===== config.mk =====
export PLATFORM = sky130hd
export DESIGN_NAME = riscv_wb_arbiter_flat
export DESIGN_NICKNAME = d
export VERILOG_FILES = /design/src/rtl/riscv_wb_arbiter_if.sv /design/src/rtl/riscv_wb_arbiter.sv /design/src/flat_wrapper.sv
export SDC_FILE = /design/constraint.sdc
export NUM_CORES = 1
export LEC_CHECK = 0
export CORE_MARGIN = 2
export CORE_UTILIZATION = 44
export DETAILED_ROUTE_END_ITERATION = 10
export DONT_BUFFER_PORTS = 1
export GPL_TIMING_DRIVEN = 0
export PLACE_DENSITY = 0.68
export RECOVER_POWER = 100
export SLEW_MARGIN = 25
export SYNTH_ARGS = -nofsm -noshare
export SYNTH_HDL_FRONTEND = slang
export SYNTH_SLANG_ARGS = --single-unit
export TNS_END_PERCENT = 5

===== constraint.sdc =====
create_clock -name clk -period 1.8 [get_ports clk]
set_input_delay 0.09 -clock clk [delete_from_list [all_inputs] [get_ports clk]]
set_output_delay 0.09 -clock clk [all_outputs]
set_load 0.01 [all_outputs]

===== src/rtl/riscv_wb_arbiter_if.sv =====
// Write-back bus bundle: ALU/LSU write requests, issue-stage hazard query,
// and the register-file write port with the busy scoreboard.
interface riscv_wb_arbiter_if #(
  parameter int unsigned DATA_WIDTH   = 32,
  parameter int unsigned NUM_REGISTER = 32
);
  localparam int unsigned SEL_WIDTH = 5;

  logic                    alu_valid;
  logic [SEL_WIDTH-1:0]    alu_addr;
  logic [DATA_WIDTH-1:0]   alu_data;
  logic                    alu_ready;
  logic                    lsu_valid;
  logic [SEL_WIDTH-1:0]    lsu_addr;
  logic [DATA_WIDTH-1:0]   lsu_data;
  logic                    lsu_ready;
  logic                    iss_valid;
  logic [SEL_WIDTH-1:0]    iss_rd;
  logic [SEL_WIDTH-1:0]    iss_rs1;
  logic [SEL_WIDTH-1:0]    iss_rs2;
  logic                    stall;
  logic                    reg_wen;
  logic [SEL_WIDTH-1:0]    addr_d;
  logic [DATA_WIDTH-1:0]   data_d;
  logic [NUM_REGISTER-1:0] busy_vec;

  modport slave (
    input  alu_valid, alu_addr, alu_data,
    input  lsu_valid, lsu_addr, lsu_data,
    input  iss_valid, iss_rd, iss_rs1, iss_rs2,
    output alu_ready, lsu_ready, stall,
    output reg_wen, addr_d, data_d, busy_vec
  );

  modport master (
    output alu_valid, alu_addr, alu_data,
    output lsu_valid, lsu_addr, lsu_data,
    output iss_valid, iss_rd, iss_rs1, iss_rs2,
    input  alu_ready, lsu_ready, stall,
    input  reg_wen, addr_d, data_d, busy_vec
  );
endinterface


===== src/rtl/riscv_wb_arbiter.sv =====
// Round-robin ALU/LSU arbitration onto the single register-file write port,
// plus a busy scoreboard that stalls issue on RAW/WAW hazards.
module riscv_wb_arbiter #(
  parameter int unsigned DATA_WIDTH   = 32,
  parameter int unsigned NUM_REGISTER = 32
) (
  input  logic                  clk,
  input  logic                  reset,
  riscv_wb_arbiter_if.slave     bus
);
  localparam int unsigned SEL_WIDTH = 5;

  typedef enum logic {
    GNT_ALU = 1'b0,
    GNT_LSU = 1'b1
  } grant_e;

  grant_e                  last_grant_q, last_grant_d;
  logic                    reg_wen_q, reg_wen_d;
  logic [SEL_WIDTH-1:0]    waddr_q, waddr_d;
  logic [DATA_WIDTH-1:0]   wdata_q, wdata_d;
  logic [NUM_REGISTER-1:0] busy_q, busy_d;

  logic                    alu_gnt_c, lsu_gnt_c, gnt_c;
  logic [SEL_WIDTH-1:0]    gnt_addr_c;
  logic [DATA_WIDTH-1:0]   gnt_data_c;
  logic [NUM_REGISTER-1:0] busy_view_c;
  logic                    stall_c, issue_c;

  // Arbitration: a lone requester wins; under contention the side that did not win last time.
  always_comb begin
    alu_gnt_c = 1'b0;
    lsu_gnt_c = 1'b0;
    if (!reset) begin
      if (bus.alu_valid && bus.lsu_valid) begin
        alu_gnt_c = (last_grant_q == GNT_LSU);
        lsu_gnt_c = (last_grant_q == GNT_ALU);
      end else begin
        alu_gnt_c = bus.alu_valid;
        lsu_gnt_c = bus.lsu_valid;
      end
    end
  end

  assign gnt_c      = alu_gnt_c | lsu_gnt_c;
  assign gnt_addr_c = alu_gnt_c ? bus.alu_addr : bus.lsu_addr;
  assign gnt_data_c = alu_gnt_c ? bus.alu_data : bus.lsu_data;

  // Hazard check uses only current busy bits; x0 is never considered busy.
  assign busy_view_c = {busy_q[NUM_REGISTER-1:1], 1'b0};
  assign stall_c     = reset |
                       (bus.iss_valid & (busy_view_c[bus.iss_rs1] |
                                         busy_view_c[bus.iss_rs2] |
                                         busy_view_c[bus.iss_rd]));
  assign issue_c     = bus.iss_valid & ~stall_c;

  always_comb begin
    last_grant_d = last_grant_q;
    reg_wen_d    = 1'b0;
    waddr_d      = waddr_q;
    wdata_d      = wdata_q;
    busy_d       = busy_q;

    if (gnt_c) begin
      last_grant_d = alu_gnt_c ? GNT_ALU : GNT_LSU;
      reg_wen_d    = (gnt_addr_c != SEL_WIDTH'(0));
      waddr_d      = gnt_addr_c;
      wdata_d      = gnt_data_c;
      busy_d[gnt_addr_c] = 1'b0;
    end

    // Set after clear so a new producer keeps ownership of the register.
    if (issue_c) begin
      busy_d[bus.iss_rd] = 1'b1;
    end
    busy_d[0] = 1'b0;
  end

  always_ff @(posedge clk) begin
    if (reset) begin
      last_grant_q <= GNT_LSU;
      reg_wen_q    <= 1'b0;
      waddr_q      <= '0;
      wdata_q      <= '0;
      busy_q       <= '0;
    end else begin
      last_grant_q <= last_grant_d;
      reg_wen_q    <= reg_wen_d;
      waddr_q      <= waddr_d;
      wdata_q      <= wdata_d;
      busy_q       <= busy_d;
    end
  end

  assign bus.alu_ready = alu_gnt_c;
  assign bus.lsu_ready = lsu_gnt_c;
  assign bus.stall     = stall_c;
  assign bus.reg_wen   = reg_wen_q;
  assign bus.addr_d    = waddr_q;
  assign bus.data_d    = wdata_q;
  assign bus.busy_vec  = busy_q;

endmodule


===== src/flat_wrapper.sv =====
// flat-port wrapper written by rule: the top's interface ports become plain ports
module riscv_wb_arbiter_flat 
#(
  parameter int unsigned DATA_WIDTH   = 32,
  parameter int unsigned NUM_REGISTER = 32
)
  (clk, reset, bus_alu_valid, bus_alu_addr, bus_alu_data, bus_lsu_valid, bus_lsu_addr, bus_lsu_data, bus_iss_valid, bus_iss_rd, bus_iss_rs1, bus_iss_rs2, bus_alu_ready, bus_lsu_ready, bus_stall, bus_reg_wen, bus_addr_d, bus_data_d, bus_busy_vec);
  riscv_wb_arbiter_if #(.DATA_WIDTH(DATA_WIDTH), .NUM_REGISTER(NUM_REGISTER)) bus_i ();
  input  logic clk;
  input  logic reset;
  input wire logic [$bits(bus_i.alu_valid)-1:0] bus_alu_valid;
  input wire logic [$bits(bus_i.alu_addr)-1:0] bus_alu_addr;
  input wire logic [$bits(bus_i.alu_data)-1:0] bus_alu_data;
  input wire logic [$bits(bus_i.lsu_valid)-1:0] bus_lsu_valid;
  input wire logic [$bits(bus_i.lsu_addr)-1:0] bus_lsu_addr;
  input wire logic [$bits(bus_i.lsu_data)-1:0] bus_lsu_data;
  input wire logic [$bits(bus_i.iss_valid)-1:0] bus_iss_valid;
  input wire logic [$bits(bus_i.iss_rd)-1:0] bus_iss_rd;
  input wire logic [$bits(bus_i.iss_rs1)-1:0] bus_iss_rs1;
  input wire logic [$bits(bus_i.iss_rs2)-1:0] bus_iss_rs2;
  output wire logic [$bits(bus_i.alu_ready)-1:0] bus_alu_ready;
  output wire logic [$bits(bus_i.lsu_ready)-1:0] bus_lsu_ready;
  output wire logic [$bits(bus_i.stall)-1:0] bus_stall;
  output wire logic [$bits(bus_i.reg_wen)-1:0] bus_reg_wen;
  output wire logic [$bits(bus_i.addr_d)-1:0] bus_addr_d;
  output wire logic [$bits(bus_i.data_d)-1:0] bus_data_d;
  output wire logic [$bits(bus_i.busy_vec)-1:0] bus_busy_vec;
  assign bus_i.alu_valid = bus_alu_valid;
  assign bus_i.alu_addr = bus_alu_addr;
  assign bus_i.alu_data = bus_alu_data;
  assign bus_i.lsu_valid = bus_lsu_valid;
  assign bus_i.lsu_addr = bus_lsu_addr;
  assign bus_i.lsu_data = bus_lsu_data;
  assign bus_i.iss_valid = bus_iss_valid;
  assign bus_i.iss_rd = bus_iss_rd;
  assign bus_i.iss_rs1 = bus_iss_rs1;
  assign bus_i.iss_rs2 = bus_iss_rs2;
  assign bus_alu_ready = bus_i.alu_ready;
  assign bus_lsu_ready = bus_i.lsu_ready;
  assign bus_stall = bus_i.stall;
  assign bus_reg_wen = bus_i.reg_wen;
  assign bus_addr_d = bus_i.addr_d;
  assign bus_data_d = bus_i.data_d;
  assign bus_busy_vec = bus_i.busy_vec;
  riscv_wb_arbiter #(.DATA_WIDTH(DATA_WIDTH), .NUM_REGISTER(NUM_REGISTER)) u_core (.clk(clk), .reset(reset), .bus(bus_i));
endmodule

==> results.md <==
* Slowest-stage cell, CP: mux4_2
* Port bufs at 0
* Post-Synthesis Cells at 465
* H-tree depth at 3
* Cell Rows at 34
* Critical Path End Type: output port
* Power density cells at 726 nW/µm²
* Maximum VDD drop at 543 µV
* Area after DPL at 4180 µm²
* Status: complete, but fails checks
* Wire length on met2 at 7620 µm
* Slew @ Worst Pin at 942 ps
* CTS tree: done
* Post-route design area at 5310 µm²
* Global-route wire length before repair at 23,600 µm
* RSZ-0062 raised after global routing: true
* CTS sink cnt at 70
* Buffer and inverter count on the worst path at 1
* Die Span Y at 99.9 µm
* Hold Violations, Final at 0
* Worst-path clk slew at 80 ps
* Setup slack after layout at -549 ps
* Area of the die at 9980 µm²
* Root Buffer: clkbuf_8
* WP data required at 1710 ps
* Routed Antenna Nets at 0
* Synthesis-stage register bit count at 70
* Initial Util at 46.0%
* Area delta synth->final at 31.1%
* Tmin final at 2350 ps
* Antenna cells at 0
* Count of cell types in the netlist at 54
* Fmax at 426 MHz
* GP Congestion at 0.914
* Die width at 99.9 µm
* Worst-path cell chain: mux4_2 > o2bb2ai_2 > a211oi_1 > nor4_2 > nand3_2 > buf_6 > a21o_1
* Hold crit path type: input port to flop
* Routed vias at 4,474
* Final Setup Violations at 35
* Syn_area_per_cell at 8.70 µm²
* Post-DP HPWL at 9880 µm
* Met3 Routed Length at 1400 µm
* Highest routed layer: met4
* M1 WL at 5800 µm
* DR DRC count at 0
* Initial antenna violation count at 0
* Drt first pass iters at 5
* Commonest non-fill, non-tap cell in the layout: nand2_1
* Critical path class: flop to output port
* Max-Slew Margin vs Limit at 37.2%
* Bufs on Longest Clock Path at 2
* Share of cells above drive strength 1 at 17.7%
* Final period util at 130%
* Core ar. at 8810 µm²
* GRT overflow at 0
* Via density at 6.75
* Leakage at 1.92 nW
* Synth warn at 0
* Cell area after synthesis at 4050 µm²
* Tot GR Track Use at 30.2%
* Final Util at 60.3%
* Worst path max stage delay at 510 ps
* Ports at 167
* Register area share after synthesis at 34.6%
* Commonest register cell after synthesis: dfxtp_1
* Largest net degree at the start of global routing at 14
* EDFF count, synth at 0
* Fin. max-slew vios at 0
* Startpoint types: flop
* CP arrival at 2260 ps
* Max_cap viols at 0
* Failing checks: setup timing
* CP Max Fanout at 5
* Skew final at 13.2 ps
* Cell family with most CP delay: multiplexers
* Post-synth net total at 559
* Commonest non-fill, non-tap cells in the layout: nand2_1 (76), dlygate4sd3_1 (72), dfxtp_1 (58)
* Nets@finish at 644
* Initial drt markers at 268
* Hold WS at 82.9 ps
* WL final at 15,500 µm
* Num CTS Buffers at 9
* WL/cell at 23.3 µm
* Ys async rst share at 0%
* Number of global-route vias before repair at 4,593
* Clock Latency Late Sink at 360 ps
-- kinds of logic (layout without fill, tap and decap cells) --
| kind of cell | Yosys count | in the layout | synth area share, % |
|---|---|---|---|
| simple gates | 169 | 169 | 19.4 |
| buf+inv | 47 | 137 | 5.60 |
| other cells | 1 | 1 | 0.0927 |
| compound gates | 137 | 137 | 26.6 |
| mux | 41 | 41 | 13.7 |
| flops | 70 | 70 | 34.6 |
-- cells in the mapped netlist (5+ instances only) --
library cell,number,share of area [%]
dfxtp_1,70,35
a211oi_1,6,1.1
a22oi_1,9,1.7
nor2_1,39,3.6
buf_1,7,0.65
mux4_2,8,4.5
o311ai_0,15,3.2
inv_1,5,0.46
o31ai_1,30,5.6
nand2b_1,5,0.77
clkbuf_1,21,1.9
nand3_1,14,1.7
a21oi_1,9,1.1
o211ai_1,10,1.9
mux2i_1,23,5.7
nand2_1,76,7.1
buf_6,5,1.4
nor2b_1,10,1.5
o21ai_0,6,0.74
a311oi_1,28,6.1
-- cell type report --
class	instances	area [µm²]
Multi-Input combinational cell	348	2560
Inverter	8	30.0
Timing Repair Buffer	74	736
Tap cell	108	135
Sequential cell	70	1420
Clock inverter	7	96.3
Clock buffer	9	124
Buffer	39	209
Fill cell	693	3500
-- worst reg2reg max path, stage by stage, from the launching register on --
cell	delay [ps]
dfxtp_4	380
mux4_2	510
o2bb2ai_2	130
a211oi_1	70
nor4_2	300
nand3_2	160
buf_6	160
buf_4	180
o31ai_2	270
-- metal layers --
layer / GRT usage, % / vias to the layer above
met5: 0 / -
met1: 35.4 / 2131
li1: - / 1962
met3: 7.45 / 64
met4: 15.0 / 0
met2: 51.6 / 317
-- metrics by stage --
| stage | std cells | total power, mW | setup TNS (ps) | setup slack, ps |
|---|---|---|---|---|
| finish | 663 | 3.85 | -13330 | -549 |
| global route | 663 | 3.97 | -17360 | -624 |
| CTS | 663 | 3.79 | -12540 | -538 |
| detailed placement | 573 | 2.23 | -12850 | -478 |
| global placement | 573 | 2.22 | -10910 | -411 |
| floorplan | 465 | 2.10 | -2130 | -73.7 |
-- flip-flops by register name, summed over array words and instances, names as in the netlist --
| name | cells |
|---|---|
| u_core.bus.addr_d | 5 |
| u_core.bus.busy_vec | 31 |
| u_core.bus.data_d | 32 |
| u_core.bus.reg_wen | 1 |
| u_core.last_grant_q | 1 |
-- repair_timing --
item / in CTS / in global routing
hold buffers: 72 / 0
resized for setup: 24 / 35
setup endpoints to repair: 67 / 68
endpoints found under the hold margin: 37 / 0
pin swaps: 6 / 3
buffers inserted: 2 / 0
-- power by group --
part           total [mW]  switching [mW]  internal, mW
Clock                1.45           0.663         0.785
Sequential           1.72          0.0955          1.62
Combinational       0.685           0.392         0.293
-- worst paths after layout --
| check | from | end | slack [ps] | cells after the start |
|---|---|---|---|---|
| worst max-delay path | u_core.bus.busy_vec[31] | bus_stall | -550 | 7 |
| worst min-delay path | bus_lsu_addr[1] | u_core.bus.reg_wen | 80 | 3 |
| worst max register to register | u_core.bus.busy_vec[31] | u_core.bus.busy_vec[28] | -450 | 8 |
| worst min register to register | u_core.bus.data_d[31] | u_core.bus.data_d[31] | 510 | 2 |
Power figures use the tool's default switching activity.
